## src/rtl/tcdm_resp_reorder_buffer.sv

```systemverilog
// Per-core TCDM shim: tags requests with a slot ID, tracks up to NumOutstanding
// in-flight requests and returns responses either in request order or as they arrive.
module tcdm_resp_reorder_buffer #(
  parameter int unsigned NumOutstanding = 8,
  parameter int unsigned DataWidth      = 32,
  parameter int unsigned AddrWidth      = 32,
  parameter bit          InOrder        = 1'b1,
  parameter int unsigned MetaIdWidth    = $clog2(NumOutstanding)
) (
  input  logic                                  clk_i,
  input  logic                                  rst_ni,
  // core request
  input  logic                                  req_valid_i,
  output logic                                  req_ready_o,
  input  logic [AddrWidth-1:0]                  req_addr_i,
  input  logic                                  req_wen_i,
  input  logic [DataWidth/8-1:0]                req_be_i,
  input  logic [DataWidth-1:0]                  req_data_i,
  input  logic [3:0]                            req_amo_i,
  // interconnect request
  output logic                                  out_req_valid_o,
  input  logic                                  out_req_ready_i,
  output logic [AddrWidth-1:0]                  out_req_addr_o,
  output logic                                  out_req_wen_o,
  output logic [DataWidth/8-1:0]                out_req_be_o,
  output logic [DataWidth-1:0]                  out_req_data_o,
  output logic [3:0]                            out_req_amo_o,
  output logic [MetaIdWidth-1:0]                out_req_meta_id_o,
  // interconnect response
  input  logic                                  in_resp_valid_i,
  output logic                                  in_resp_ready_o,
  input  logic [MetaIdWidth-1:0]                in_resp_meta_id_i,
  input  logic [DataWidth-1:0]                  in_resp_data_i,
  // core response
  output logic                                  resp_valid_o,
  input  logic                                  resp_ready_i,
  output logic [DataWidth-1:0]                  resp_data_o,
  output logic [MetaIdWidth-1:0]                resp_meta_id_o,
  // status
  output logic [$clog2(NumOutstanding+1)-1:0]   outstanding_o,
  output logic                                  error_o
);

  localparam int unsigned CountWidth = $clog2(NumOutstanding + 1);
  localparam logic [MetaIdWidth-1:0] PtrOne = MetaIdWidth'(1);
  localparam logic [CountWidth-1:0]  CntOne = CountWidth'(1);
  localparam logic [CountWidth-1:0]  CntMax = CountWidth'(NumOutstanding);

  logic [MetaIdWidth-1:0]    tail_q, tail_d;
  logic [CountWidth-1:0]     count_q, count_d;
  logic [NumOutstanding-1:0] alloc_q, alloc_d;
  logic                      error_q, error_d;

  logic                   full;
  logic                   stall;
  logic                   push;
  logic                   rel_valid;   // a slot is freed this cycle
  logic [MetaIdWidth-1:0] rel_idx;
  logic                   proto_err;

  // ---------------------------------------------------------------------------
  // Request path: combinational pass-through, tagged with the tail slot
  // ---------------------------------------------------------------------------
  assign full  = (count_q == CntMax);
  // The tail slot can still be busy when responses free slots out of order.
  assign stall = full | alloc_q[tail_q];

  assign out_req_valid_o   = req_valid_i & ~stall;
  assign req_ready_o       = out_req_ready_i & ~stall;
  assign out_req_addr_o    = req_addr_i;
  assign out_req_wen_o     = req_wen_i;
  assign out_req_be_o      = req_be_i;
  assign out_req_data_o    = req_data_i;
  assign out_req_amo_o     = req_amo_i;
  assign out_req_meta_id_o = tail_q;

  assign push = req_valid_i & req_ready_o;

  // ---------------------------------------------------------------------------
  // Response path
  // ---------------------------------------------------------------------------
  if (InOrder) begin : g_in_order
    logic [MetaIdWidth-1:0]    head_q, head_d;
    logic [NumOutstanding-1:0] valid_q, valid_d;
    logic [DataWidth-1:0]      data_q [NumOutstanding];
    logic                      wr_ok;

    // A response may only fill a slot that is allocated and not yet filled.
    assign wr_ok     = in_resp_valid_i & alloc_q[in_resp_meta_id_i] & ~valid_q[in_resp_meta_id_i];
    assign proto_err = in_resp_valid_i & ~wr_ok;

    assign in_resp_ready_o = 1'b1;
    assign resp_valid_o    = valid_q[head_q];
    assign resp_data_o     = data_q[head_q];
    assign resp_meta_id_o  = head_q;

    assign rel_valid = resp_valid_o & resp_ready_i;
    assign rel_idx   = head_q;

    always_comb begin
      // NOTE: every combinational output gets a default first so no path holds
      // a stale value, which is what keeps this block from inferring latches.
      valid_d = valid_q;
      head_d  = head_q;
      if (rel_valid) begin
        valid_d[head_q] = 1'b0;
        head_d          = head_q + PtrOne;
      end
      // A write to head while it is valid is rejected by wr_ok, so the two never collide.
      if (wr_ok) begin
        valid_d[in_resp_meta_id_i] = 1'b1;
      end
    end

    always_ff @(posedge clk_i or negedge rst_ni) begin
      if (!rst_ni) begin
        head_q  <= '0;
        valid_q <= '0;
      end else begin
        head_q  <= head_d;
        valid_q <= valid_d;
      end
    end

    // NOTE: slot payload storage has no reset; valid_q guards every read, so
    // clearing the data would only cost reset fan-out.
    always_ff @(posedge clk_i) begin
      if (wr_ok) begin
        data_q[in_resp_meta_id_i] <= in_resp_data_i;
      end
    end
  end else begin : g_out_of_order
    logic resp_hs;

    assign in_resp_ready_o = resp_ready_i;
    assign resp_valid_o    = in_resp_valid_i;
    assign resp_data_o     = in_resp_data_i;
    assign resp_meta_id_o  = in_resp_meta_id_i;

    assign resp_hs = in_resp_valid_i & resp_ready_i;

    // Stray responses are still forwarded but must not corrupt the count.
    assign rel_valid = resp_hs & alloc_q[in_resp_meta_id_i];
    assign rel_idx   = in_resp_meta_id_i;
    assign proto_err = resp_hs & ~alloc_q[in_resp_meta_id_i];
  end

  // ---------------------------------------------------------------------------
  // Slot bookkeeping shared by both modes
  // ---------------------------------------------------------------------------
  always_comb begin
    alloc_d = alloc_q;
    tail_d  = tail_q;
    if (rel_valid) begin
      alloc_d[rel_idx] = 1'b0;
    end
    // push requires alloc_q[tail_q] clear, so it never targets the freed slot.
    if (push) begin
      alloc_d[tail_q] = 1'b1;
      tail_d          = tail_q + PtrOne;
    end
  end

  always_comb begin
    count_d = count_q;
    unique case ({push, rel_valid})
      2'b10:   count_d = count_q + CntOne;
      2'b01:   count_d = count_q - CntOne;
      default: count_d = count_q;
    endcase
  end

  assign error_d = error_q | proto_err;

  // NOTE: sequential state uses non-blocking assignments so all registers
  // update together from the same pre-edge values; next-state logic above is
  // blocking inside always_comb because it is evaluated in order.
  always_ff @(posedge clk_i or negedge rst_ni) begin
    if (!rst_ni) begin
      tail_q  <= '0;
      count_q <= '0;
      alloc_q <= '0;
      error_q <= 1'b0;
    end else begin
      tail_q  <= tail_d;
      count_q <= count_d;
      alloc_q <= alloc_d;
      error_q <= error_d;
    end
  end

  assign outstanding_o = count_q;
  assign error_o       = error_q;

endmodule

```

## config.mk

```make
export PLATFORM = sky130hd
export DESIGN_NAME = tcdm_resp_reorder_buffer
export DESIGN_NICKNAME = d
export VERILOG_FILES = /design/src/rtl/tcdm_resp_reorder_buffer.sv
export SDC_FILE = /design/constraint.sdc
export NUM_CORES = 1
export LEC_CHECK = 0
export BUFFER_PORTS_ARGS = -buffer_cell sky130_fd_sc_hd__buf_2
export CAP_MARGIN = 20
export CORE_UTILIZATION = 30
export CTS_BUF_LIST = sky130_fd_sc_hd__clkbuf_4
export CTS_CLUSTER_DIAMETER = 40
export CTS_CLUSTER_SIZE = 40
export DETAILED_ROUTE_END_ITERATION = 6
export GPL_TIMING_DRIVEN = 0
export SYNTH_ARGS = -nofsm -noshare
export SYNTH_HDL_FRONTEND = slang
export SYNTH_SLANG_ARGS = --single-unit
```

## constraint.sdc

```tcl
create_clock -name clk_i -period 8.89 [get_ports clk_i]
set_input_delay 1.3335 -clock clk_i [delete_from_list [all_inputs] [get_ports clk_i]]
set_output_delay 1.3335 -clock clk_i [all_outputs]
set_load 0.02 [all_outputs]
```

Word level (Yosys, flattened, before mapping)
Memories as Yosys holds them, arrays and structs flattened.
Cells that the tools add are included.
- flip-flop bits (word level): 27
- bits in latches: 0
- RAM bits: 256
- bits in read-only memories: 0
- input port bits: 114
- output and inout port bits: 120
- word-level logic and storage cells: 62
- memories: 1
- add/sub/neg operators: 4
- $mul: 0
- div/mod/pow operators: 0
- $lt $le $gt $ge: 6
- equality and inequality tests: 3
- shift operators: 0
- multiplexer cells: 21
- bitwise operators: 17
- reductions and logical operators: 4
- memories (name ; depth ; bits a word ; rd ports ; clocked after Yosys merged registers in ; write ports ; line ; text):
    g_in_order.data_q ; 8 ; 32 ; 1 ; 0 ; 1 ; 85 ; logic [DataWidth-1:0] data_q [NumOutstanding];
- operator list (kind ; number):
    8-bit two-way mux ; 4
    8-bit bitwise AND ; 2
    8-bit bitwise OR ; 2
    1-bit binary-select mux with 3-bit select ; 4
    3-bit by 4-bit < comparator with 1-bit output, second input constant ; 3
    1-bit demux with 3-bit select ; 3
    3-bit by 1-bit >= comparator with 1-bit output, second input constant ; 3
    1-bit two-way mux ; 9
    8-bit inverter ; 1
    4-bit one-hot mux with 2 select lines ; 1
    1-bit bitwise AND ; 7
    3-bit by 1-bit adder with 3-bit output, second input constant ; 2
    4-bit by 1-bit adder with 4-bit output, second input constant ; 1
    4-bit equality test, second input constant ; 1
    4-bit by 1-bit subtractor with 4-bit output, second input constant ; 1
    1-bit logical AND ; 3
    1-bit inverter ; 3
    2-bit by 1-bit equality test with 1-bit output, second input constant ; 1
    2-bit equality test, second input constant ; 1
    1-bit bitwise OR ; 2
    2-bit nonzero test ; 1

Depth between registers and ports, before layout
Gate-level depths: netlist (run 1).
- depth after elaboration: 9
- gate-level depth with buffers: 12
- depth with buffers taken out: 11

Worst setup path after synthesis (run 1)
No wires, ideal clock.
- kind: input-to-reg
- from: input port in_resp_meta_id_i[2]
- to: memory g_in_order.data_q[5][0] (enable)
- library setup time: 461 ps
- arrival time: 4462 ps
- required time: 8429 ps
- setup slack: 3967 ps
- cell stages on the path: 5
- path through: buf_4 nor2b_2 a2111oi_4 o311ai_4 nor3_1
- longest elaborated chain between the ends: 6
- elaborated cells on any way between the ends: 9
- RTL lines (what ; line ; text):
    start, declared ; 32 ; input logic [MetaIdWidth-1:0] in_resp_meta_id_i,
    1-bit binary-select mux with 3-bit select ; 89 ; assign wr_ok = in_resp_valid_i & alloc_q[in_resp_meta_id_i] & ~valid_q[in_resp_meta_id_i];
    1-bit two-way mux (not written as such) ; 89 ;
    1-bit bitwise AND / 1-bit inverter (equally long branches) ; 89 ;
    1-bit bitwise AND ; 89 ;
    1-bit two-way mux ; 128 ; if (wr_ok) begin
    1-bit two-way mux (not written as such) ; 129 ; data_q[in_resp_meta_id_i] <= in_resp_data_i;
    end, declared ; 85 ;
Several ways; a longest one is shown, not always the timed one. The select of a mux whose other input is x is not followed.

Final worst setup path (run 1)
- from: register g_in_order.head_q[2] (netlist: resp_meta_id_o[2])
- to: output port resp_data_o[7]
- longest elaborated chain between the ends: 1
- RTL lines (what ; line ; text):
    start, declared ; 83 ; logic [MetaIdWidth-1:0] head_q, head_d;
    start signal, assigned ; 117 ; head_q <= '0;
    start signal, assigned ; 120 ; head_q <= head_d;
    memory 8 x 32 bit ; n/a ;
    end, declared ; 37 ; output logic [DataWidth-1:0] resp_data_o,
Every way passes these cells.

==> results of run 1 <==
-- cell families after synthesis --
kind of cell,Yosys count
and+or+nand+nor,117
DFF,283
xor gates and xnor gates,8
AOI/OAI and AO/OA,169
muxes,84
buffers and inverters,125
other,1
adders and majority gates,5
-- cell usage after synthesis, drive strengths merged, types with 2 or more instances --
| cell type | count |
|---|---|
| a21o | 2 |
| a21oi | 6 |
| a221o | 2 |
| a221oi | 24 |
| a22o | 12 |
| a22oi | 29 |
| a31oi | 5 |
| a32o | 3 |
| and2 | 7 |
| buf | 107 |
| clkbuf | 12 |
| dfrtp | 27 |
| edfxtp | 256 |
| ha | 5 |
| inv | 6 |
| mux2 | 28 |
| mux2i | 56 |
| nand2 | 45 |
| nand2b | 4 |
| nand3 | 14 |
| nand3b | 5 |
| nand4 | 4 |
| nor2 | 14 |
| nor2b | 12 |
| nor3 | 6 |
| o211a | 7 |
| o211ai | 7 |
| o21ai | 26 |
| o221ai | 7 |
| o22ai | 13 |
| o2bb2ai | 4 |
| o311ai | 3 |
| o31ai | 9 |
| o41ai | 3 |
| xnor2 | 3 |
| xor2 | 5 |
-- metal layers --
| layer | GRT usage (%) | share of wire, % | routed length (um) |
|---|---|---|---|
| met5 | 0 | 0.054 | 17 |
| met4 | 4.16 | 2.0 | 641 |
| met1 | 18.7 | 41 | 12900 |
| met2 | 26.4 | 50 | 15900 |
| met3 | 3.07 | 6.8 | 2170 |
-- worst paths after layout --
| path | endpoint | slack [ns] | cells after the start |
|---|---|---|---|
| setup / recovery | resp_data_o[7] | 4.37 | 7 |
| hold / removal | outstanding_o[3]$_DFFE_PN0P_ | 0.50 | 1 |
| setup reg to reg | outstanding_o[2]$_DFFE_PN0P_ | 5.83 | 11 |
| hold reg to reg | outstanding_o[3]$_DFFE_PN0P_ | 0.50 | 1 |
| max in group asynchronous | resp_meta_id_o[1]$_DFFE_PN0N_ | 7.72 | 1 |
| min in group asynchronous | g_in_order.valid_q[2]$_DFF_PN0_ | 0.66 | 1 |
-- registers in the layout, summed over array words and instances, names as in the netlist --
name / cells
g_in_order.data_q: 256
alloc_q: 8
g_in_order.valid_q: 8
outstanding_o: 4
out_req_meta_id_o: 3
resp_meta_id_o: 3
error_o: 1
-- worst max-delay path, stage by stage (launching register included) --
cell and delay, ns:
dfrtp_1 0.55, buf_2 0.35, buf_4 0.25, nand2_1 0.35, nor2_2 0.49, a221oi_1 0.22, nand2_1 0.11, buf_2 0.16
-- where the power goes --
part	leakage, nW	internal [mW]	switching, mW	total (mW)
clock	0.330	0.361	0.515	0.876
combinational	2.37	0.572	1.01	1.58
sequential	2.64	1.53	0.0821	1.61
total	5.33	2.47	1.61	4.07
-- stage by stage --
stage / instances / power [mW] / hold WS [ns] / util (%) / setup WS (ns)
after global placement: 1473 / 3.22 / 0.474 / 34.1 / 1.37
after CTS: 1556 / 4.12 / 0.498 / 36.3 / 4.24
after detailed placement: 1491 / 3.25 / 0.480 / 34.8 / 4.91
after floorplan: 792 / 2.67 / 0.453 / - / 3.97
after global routing: 1558 / 4.29 / 0.514 / 36.3 / 4.09
final: 1560 / 4.07 / 0.497 / 36.3 / 4.37
-- area by class of cell --
cell class              instances  area [sq um]  area share [%]
diodes                          4          10.0          0.0693
inverters                       6          22.5           0.156
clock inverters                28           314            2.17
repair buffers                174          1010            7.02
flip-flops and latches        283          8360            57.9
well taps                     525           657            4.55
plain buffers                 119           815            5.64
multi-input cells             384          2980            20.6
clock buffers                  37           278            1.92
==> flow_summary.yaml, run 1 <==
synth:
  synth-seq-area-share_pct: 68.9
  synth_top_cell_area_share_pct: 63.4
  postSynth.asyncResetShare_pct: 9.54
  post_synth_and_or_nand_nor_area_fraction_pct: 4.90
  xor_xnor_cell_area_share_of_the_yosys_netlist_pct: 0.578
  synthesis.yosys.warnings: 0
  synth-adder-area-share_pct: 0.516
  synth_top_cell_by_area: "edfxtp_1"
  syn_nets: 911
  ys_top_cells_by_area: "edfxtp_1, dfrtp_1, buf_4"
  synth_mux_area_share_pct: 7.25
  synth_ff_type: "edfxtp_1"
  synth_compound_area_share_pct: 10.9
  netlist_instances: 792
  main_combinational_cell_family_by_area_after_synthesis: "compound AO/OA/AOI/OAI gates"
  syn_avg_cell_area_sq_um: 15.3
  number_of_enable_flip_flop_cells_after_synthesis: 256
  synth-seq-cells: 283
  synth.lib_cells_used.distinct: 65
  mappedNetlistArea_sq_mm: 0.0121
setup_path:
  critical_path.endpoint_type: "output port"
  worstSetupPathType: "reg2out"
  critical_path.max_fanout: 10
  arrival_ns: 3.19
  critPathLaunch: "resp_meta_id_o[2]$_DFFE_PN0N_"
  worstSetupStartpointType: "register"
  cp_data_required_time_ns: 7.56
  worst_r2r_startpoint: "resp_meta_id_o[2]$_DFFE_PN0N_"
placed_design:
  gp_congestion: 0.801
  postPlaceCellArea_sq_mm: 0.0139
  hpwlAfterDp_um: 21900
  port_buffers: 156
global_routing:
  grt_remaining_overflow: 0
  first_global_vias: 7303
  grt_max_degree: 28
  global_route.usage.total_pct: 15.1
  antenna_violations_before_repair: 5
  grt_pass1_wl_um: 45900
cells_and_area:
  drive_gt1_share_pct: 37.4
  final_net_count: 1123
  layout.cell_area.non_filler_sq_mm: 0.0145
  final_cell_mix: "edfxtp_1, buf_2, buf_4"
  syn_to_final_growth_pct: 19.2
  layout_commonest_cell: "edfxtp_1"
  nFillCells: 3848
clocking:
  holdBufCountCts: 0
  cts_num_sinks: 283
  clockRootBuffer: "clkbuf_4"
  cts_resized: 0
  cts_buffer_depth: 3
  cts_post_setup_buffers_inserted: 0
  worst_skew_pair.late_latency_ns: 0.71
  cts_buffers: 36
  h-tree-depth: 2
  worst_setup_hold_path_clk_slew_ns: 0.13
  clock_tree_from_tritoncts: "done"
floorplan:
  die_x_um: 203
  fp.coreArea_sq_mm: 0.0398
  ios: 234
  floorplan.die_area_sq_mm: 0.0412
  rows: 73
  floorplan.initialDensity_pct: 30.5
  dieHeight_um: 203
sta:
  max_freq_mhz: 221
  final_number_of_hold_violating_endpoints: 0
  maxSlewHeadroom_pct: 29.4
  worst_clock_skew_ns: 0.0790
  drv_slew: 0
  worst_pin_slew_ns: 1.06
  rsz0062_at_grt: "false"
  setup-tns-final_ns: 0
  post_layout_min_period_ns: 4.52
  report.final.setup_viol: 0
  finalCritPeriodShare_pct: 50.8
routing:
  wire_per_inst_um: 20.3
  via_per_inst: 4.84
  first_pass_iters: 5
  detail_route.wirelength_um: 31700
  final_antenna_net_count: 0
  drtIter0Drc: 490
  route.vias.total: 7557
  drt_drc_violations_left: 0
run:
  drv.max_cap_violation_count: 0
pwr:
  power.static_leakage_nw: 5.33
  power_density_mw_per_mm2: 282
  worst_ir_drop_vdd_uv: 178
hold_path:
  timing.hold.worst.class: "reg2reg"
  timing.hold.worst.start: "outstanding_o[3]$_DFFE_PN0P_"
status:
  outcome: "finished clean"
No activity file was read; power rests on OpenSTA's default activity.
==> run 2, diff against run 1 <==
==> constraint.sdc (replaced) <==
create_clock -name clk_i -period 4.2 [get_ports clk_i]
set_input_delay 0.63 -clock clk_i [delete_from_list [all_inputs] [get_ports clk_i]]
set_output_delay 0.63 -clock clk_i [all_outputs]
set_load 0.02 [all_outputs]
==> run 2 against run 1 <==
Cell area barely moved. Largest power group unchanged. Clock power rose by 110%. Core utilization barely moved. Register-to-register slack got worse by 4.7 ns. Combinational power rose by 110%. Hold slack got worse by 0.32 ns. Sequential power rose by 110%. Clock skew rose by 0.0034 ns. Critical endpoint is now resp_data_o[20]. Die area did not move.
==> flow_summary.yaml, run 2 (synthesized netlist as in run 1, its figures left out) <==
status:
  outcome: "finished clean"
placed_design:
  preCtsSetupSlack_ns: 0.925
  port_buffers: 156
  hpwlAfterDp_um: 21900
  gp_congestion: 0.801
  post-place-cells: 1491
  postPlaceCellArea_sq_mm: 0.0139
pwr:
  power.switching_fraction_pct: 39.5
  power.switching_mw: 3.40
  worst_ir_drop_vdd_uv: 379
  power.static_leakage_nw: 5.34
  internal_power_mw: 5.22
  power_density_mw_per_mm2: 596
  power_frac_seq_pct: 39.6
  combinationalPowerShare_pct: 38.8
  clkPwrFrac_pct: 21.6
cells_and_area:
  multi_input_area_sq_mm: 0.00298
  syn_to_final_growth_pct: 19.2
  layout.cell_area.non_filler_sq_mm: 0.0145
  drive_gt1_share_pct: 37.4
  final_cell_mix: "edfxtp_1, buf_2, buf_4"
  regArea_sq_mm: 0.00836
  layout.core_utilization_pct: 36.3
  nFillCells: 3847
  registers.top_by_ff_count: "g_in_order.data_q"
  fin_cells: 1561
  final_net_count: 1124
  layout_top_registers: "g_in_order.data_q: 256 flops, alloc_q: 8 flops, g_in_order.valid_q: 8 flops"
  layout_commonest_cell: "edfxtp_1"
  max_reg_flops: 256
global_routing:
  grt_max_degree: 28
  grt_pass1_wl_um: 45900
  grt_remaining_overflow: 0
  antenna_violations_before_repair: 4
  first_global_vias: 7309
  global_route.usage.total_pct: 15.1
routing:
  drtIter0Drc: 460
  routed-wl-met2_um: 15900
  wire_per_inst_um: 20.3
  via_per_inst: 4.85
  route.vias.total: 7570
  highest_layer: "met5"
  first_pass_iters: 4
  final_antenna_net_count: 0
  routedLengthMet1_um: 13200
  detail_route.wirelength_um: 31800
  drt_drc_violations_left: 0
  met3_wirelength_um: 1950
setup_path:
  path_buf_inv: 3
  worst_r2r_startpoint: "resp_meta_id_o[2]$_DFFE_PN0N_"
  worst_r2r_endpoint: "outstanding_o[2]$_DFFE_PN0P_"
  arrival_ns: 3.26
  timing.critical_path.cells: "buf_2, buf_4, nand2_1, nor2_2, a221oi_1, nand2_1, buf_2"
  crit_family: "simple AND/OR/NAND/NOR gates"
  critical_path.max_fanout: 10
  regToRegSetupSlack_ns: 1.13
  critPathLaunch: "resp_meta_id_o[2]$_DFFE_PN0N_"
  slowest_delay_ns: 0.57
  worstSetupPathType: "reg2out"
  setup.worst_path.end: "resp_data_o[20]"
  critical-path-slowest-cell: "dfrtp_1"
  cp_data_required_time_ns: 3.57
  crit_cells: 7
  worstSetupStartpointType: "register"
  critical_path.endpoint_type: "output port"
  rr_worst_depth: 11
floorplan:
  floorplan.die_area_sq_mm: 0.0412
  floorplan.initialDensity_pct: 30.5
  rows: 73
  ios: 234
  dieHeight_um: 203
  fp.coreArea_sq_mm: 0.0398
  die_x_um: 203
sta:
  rsz0062_at_grt: "false"
  maxSlewHeadroom_pct: 30.1
  worst_clock_skew_ns: 0.0823
  worst_pin_slew_ns: 1.05
  setup-tns-final_ns: 0
  max_freq_mhz: 257
  post_layout_min_period_ns: 3.89
  report.final.setup_viol: 0
  final_number_of_hold_violating_endpoints: 0
  finalCritPeriodShare_pct: 92.6
  setup_ws_ns: 0.313
  drv_slew: 0
run:
  drv.max_cap_violation_count: 0
clocking:
  h-tree-depth: 2
  cts_post_setup_buffers_inserted: 0
  clock_tree_from_tritoncts: "done"
  cts_buffers: 36
  clockRootBuffer: "clkbuf_4"
  worst_skew_pair.late_latency_ns: 0.71
  cts_num_sinks: 283
  cts_buffer_depth: 3
  worst_setup_hold_path_clk_slew_ns: 0.13
hold_path:
  holdPathStages: 1
  timing.hold.worst.class: "in2reg"
run 2: changes by cell type in the layout (fill, tap and decap cells not counted), sizes merged:
cell and delta:
dlygate4sd3 +1
run 2: how the worst min path moves through the flow:
stage | start | endpoint | slack (ns)
5_1_grt | in_resp_data_i[26] | g_in_order.data_q[7][26]$_DFFE_PP_ | 0.11
2_1_floorplan | rst_ni | alloc_q[0]$_DFF_PN0_ | 0.33
3_5_place_dp | outstanding_o[3]$_DFFE_PN0P_ | outstanding_o[3]$_DFFE_PN0P_ | 0.48
4_1_cts | in_resp_data_i[26] | g_in_order.data_q[7][26]$_DFFE_PP_ | 0.12
3_3_place_gp | outstanding_o[3]$_DFFE_PN0P_ | outstanding_o[3]$_DFFE_PN0P_ | 0.47
6_report | in_resp_data_i[14] | g_in_order.data_q[6][14]$_DFFE_PP_ | 0.18
run 2: metal layers:
| metal | global-route usage [%] | vias up |
|---|---|---|
| met3 | 3.07 | 49 |
| met2 | 26.4 | 323 |
| met1 | 18.7 | 3710 |
| met5 | 0 | - |
| met4 | 4.16 | 2 |
| li1 | - | 3486 |
run 2: power by group through the flow:
stage	Clock, mW	Combinational (mW)	Sequential (mW)
final	1.86	3.35	3.42
after global routing	2.02	3.62	3.44
after CTS	1.90	3.41	3.42
after detailed placement	0	3.40	3.48
after global placement	0	3.34	3.48
after floorplan	0	2.16	3.48
run 2: cell type report:
class | instances | area share [%]
well taps | 525 | 4.54
clock buffers | 37 | 1.92
multi-input cells | 384 | 20.6
clock inverters | 28 | 2.17
flip-flops and latches | 283 | 57.8
diodes | 4 | 0.0692
plain buffers | 119 | 5.63
inverters | 6 | 0.156
repair buffers | 175 | 7.09
run 2: repair_timing:
item,4_1_cts,5_1_grt
hold buffers,1,0
resized for setup,0,0
endpoints found under the hold margin,18,0
run 2: through the flow:
| stage | hold slack [ns] | total power [mW] |
|---|---|---|
| 4_1_cts | 0.122 | 8.73 |
| 6_report | 0.180 | 8.62 |
| 2_1_floorplan | 0.334 | 5.64 |
| 5_1_grt | 0.112 | 9.07 |
| 3_3_place_gp | 0.474 | 6.82 |
| 3_5_place_dp | 0.480 | 6.87 |
==> run 3, diff against run 2 <==
--- a/config.mk
+++ b/config.mk
@@ -12,6 +12,7 @@
 export CTS_CLUSTER_DIAMETER = 40
 export CTS_CLUSTER_SIZE = 40
 export DETAILED_ROUTE_END_ITERATION = 6
+export GPL_ROUTABILITY_DRIVEN = 0
 export GPL_TIMING_DRIVEN = 0
 export SYNTH_ARGS = -nofsm -noshare
 export SYNTH_HDL_FRONTEND = slang
==> constraint.sdc (replaced) <==
create_clock -name clk_i -period 4.2 [get_ports clk_i]
set_input_delay 0.21 -clock clk_i [delete_from_list [all_inputs] [get_ports clk_i]]
set_output_delay 0.21 -clock clk_i [all_outputs]
set_load 0.02 [all_outputs]
==> run 3 against run 2 <==
Cell count increased by 2.4%. Global-route usage increased by 0.12 points. Routed wire length increased by 0.58%. Sequential power about the same. Flip-flop and latch count unchanged. Critical path type unchanged. Critical endpoint is now resp_data_o[30]. Largest power group unchanged.
==> flow_summary.yaml, run 3 (synthesized netlist as in run 1, its figures left out) <==
clocking:
  clock_tree_from_tritoncts: "done"
  cts_buffers: 36
  clockRootBuffer: "clkbuf_4"
  cts_num_sinks: 283
  worst_setup_hold_path_clk_slew_ns: 0.13
  cts_buffer_depth: 3
  h-tree-depth: 2
  worst_skew_pair.late_latency_ns: 0.71
routing:
  drtIter0Drc: 459
  detail_route.wirelength_um: 31900
  drt_drc_violations_left: 0
  final_antenna_net_count: 0
  route.vias.total: 7734
  via_per_inst: 4.84
  first_pass_iters: 5
  wire_per_inst_um: 20.0
setup_path:
  worstSetupStartpointType: "register"
  critical-path-slowest-cell: "nor3_1"
  cp_data_required_time_ns: 3.99
  cp_common_cell: "buf_2"
  critical_path.endpoint_type: "output port"
  rr_worst_depth: 11
  path_buf_inv: 4
  slowest_delay_ns: 0.70
  timing.critical_path.cells: "buf_2, buf_4, nor3_1, buf_2, a22oi_1, o21ai_0, buf_2"
  regToRegSetupSlack_ns: 1.13
  crit_cells: 7
  worst_r2r_endpoint: "outstanding_o[2]$_DFFE_PN0P_"
  arrival_ns: 3.27
  crit_family: "buffers and inverters"
  worst_r2r_startpoint: "resp_meta_id_o[2]$_DFFE_PN0N_"
  worstSetupPathType: "reg2out"
  critical_path.max_fanout: 10
floorplan:
  fp.coreArea_sq_mm: 0.0398
  floorplan.initialDensity_pct: 30.5
  ios: 234
  die_x_um: 203
  floorplan.die_area_sq_mm: 0.0412
  rows: 73
  dieHeight_um: 203
pwr:
  worst_ir_drop_vdd_uv: 380
  internal_power_mw: 5.25
  power.switching_fraction_pct: 39.5
  power.static_leakage_nw: 5.51
  totalPowerFinal_mw: 8.67
  clkPwrFrac_pct: 21.4
  combinationalPowerShare_pct: 39.2
  power_density_mw_per_mm2: 584
  power_frac_seq_pct: 39.4
  power.switching_mw: 3.42
cells_and_area:
  multi_input_area_sq_mm: 0.00298
  final_cell_mix: "edfxtp_1, buf_2, buf_4"
  max_reg_flops: 256
  regArea_sq_mm: 0.00836
  layout.cell_area.non_filler_sq_mm: 0.0149
  layout_top_registers: "g_in_order.data_q: 256 flops, alloc_q: 8 flops, g_in_order.valid_q: 8 flops"
  nFillCells: 3826
  fin_cells: 1599
  syn_to_final_growth_pct: 22.5
  registers.top_by_ff_count: "g_in_order.data_q"
  layout_commonest_cell: "edfxtp_1"
  final_net_count: 1164
  drive_gt1_share_pct: 36.0
sta:
  drv_slew: 0
  max_freq_mhz: 287
  worst_pin_slew_ns: 1.08
  post_layout_min_period_ns: 3.48
  setup-tns-final_ns: 0
  maxSlewHeadroom_pct: 28.1
  final_number_of_hold_violating_endpoints: 0
  worst_clock_skew_ns: 0.0765
  report.final.setup_viol: 0
  setup_ws_ns: 0.717
  rsz0062_at_grt: "false"
  finalCritPeriodShare_pct: 82.9
global_routing:
  grt_remaining_overflow: 0
  antenna_violations_before_repair: 1
  grt_pass1_wl_um: 46400
  grt_use_met3_pct: 2.79
  global_route.usage.met2_pct: 26.9
  grt_busiest_layer: "met2"
  global_route.usage.total_pct: 15.2
  globalRouteMet1Util_pct: 18.8
  grt_max_degree: 28
  first_global_vias: 7533
hold_path:
  timing.hold.worst.start: "in_resp_meta_id_i[2]"
  hold_path_end: "g_in_order.valid_q[4]$_DFF_PN0_"
  holdPathStages: 4
  timing.hold.worst.class: "in2reg"
status:
  outcome: "finished clean"
run:
  drv.max_cap_violation_count: 0
placed_design:
  post-place-cells: 1491
  hpwlAfterDp_um: 21900
  preCtsSetupSlack_ns: 1.18
  postPlaceCellArea_sq_mm: 0.0139
  port_buffers: 156
-- run 3: cell types whose count changed in the layout (fill, tap and decap cells not counted), sizes merged --
cell         change
diode            -2
dlygate4sd3     +40
-- run 3: metrics by stage --
stage | hold WS (ns) | util [%]
4_1_cts | 0.0172 | 37.3
3_3_place_gp | 0.287 | 34.1
5_1_grt | 0.0492 | 37.3
6_report | 0.0729 | 37.3
2_1_floorplan | -0.0856 | -
3_5_place_dp | 0.287 | 34.8
-- run 3: routing by layer --
metal	vias to the layer above	part of all wire [%]
met2	354	50
met3	45	6.9
li1	3564	-
met1	3771	41
met5	-	0
met4	0	1.8
-- run 3: worst reg2reg max path, cell delays in order (launching register included) --
cell	delay (ns)
dfrtp_1	0.57
mux2_2	0.41
a32o_1	0.25
or3_4	0.38
and2_1	0.22
ha_1	0.27
xor2_1	0.16
ha_1	0.18
a21oi_1	0.14
xor2_1	0.17
nor2_1	0.07
xor2_1	0.14
-- run 3: layout make-up --
class | count | area share [%]
diodes | 2 | 0.0337
plain buffers | 119 | 5.48
clock buffers | 37 | 1.87
clock inverters | 28 | 2.11
inverters | 6 | 0.152
multi-input cells | 384 | 20.1
flip-flops and latches | 283 | 56.3
well taps | 525 | 4.42
repair buffers | 215 | 9.59
-- run 3: worst max path at each step --
stage	startpoint	end	slack (ns)
final	resp_meta_id_o[2]$_DFFE_PN0N_	resp_data_o[30]	0.72
after global routing	resp_meta_id_o[2]$_DFFE_PN0N_	resp_data_o[20]	0.52
after CTS	resp_meta_id_o[2]$_DFFE_PN0N_	resp_data_o[20]	0.67
after detailed placement	resp_meta_id_o[2]$_DFFE_PN0N_	outstanding_o[2]$_DFFE_PN0P_	1.18
after global placement	g_in_order.valid_q[0]$_DFF_PN0_	g_in_order.data_q[6][29]$_DFFE_PP_	-2.25
after floorplan	g_in_order.valid_q[0]$_DFF_PN0_	g_in_order.data_q[5][0]$_DFFE_PP_	0.30
-- run 3: repair_timing --
item / CTS / global route
gates resized for setup: 0 / 0
endpoints found under the setup margin: 0 / 0
buffers inserted: 0 / 0
hold buffers: 41 / 0
endpoints found under the hold margin: 300 / 0
-- run 3: power by group through the flow --
stage / logic, mW / registers, mW / clock network [mW]
after global routing: 3.66 / 3.44 / 2.02
after CTS: 3.45 / 3.42 / 1.90
after floorplan: 2.16 / 3.48 / 0
final: 3.40 / 3.42 / 1.85
after detailed placement: 3.40 / 3.48 / 0
after global placement: 3.34 / 3.48 / 0
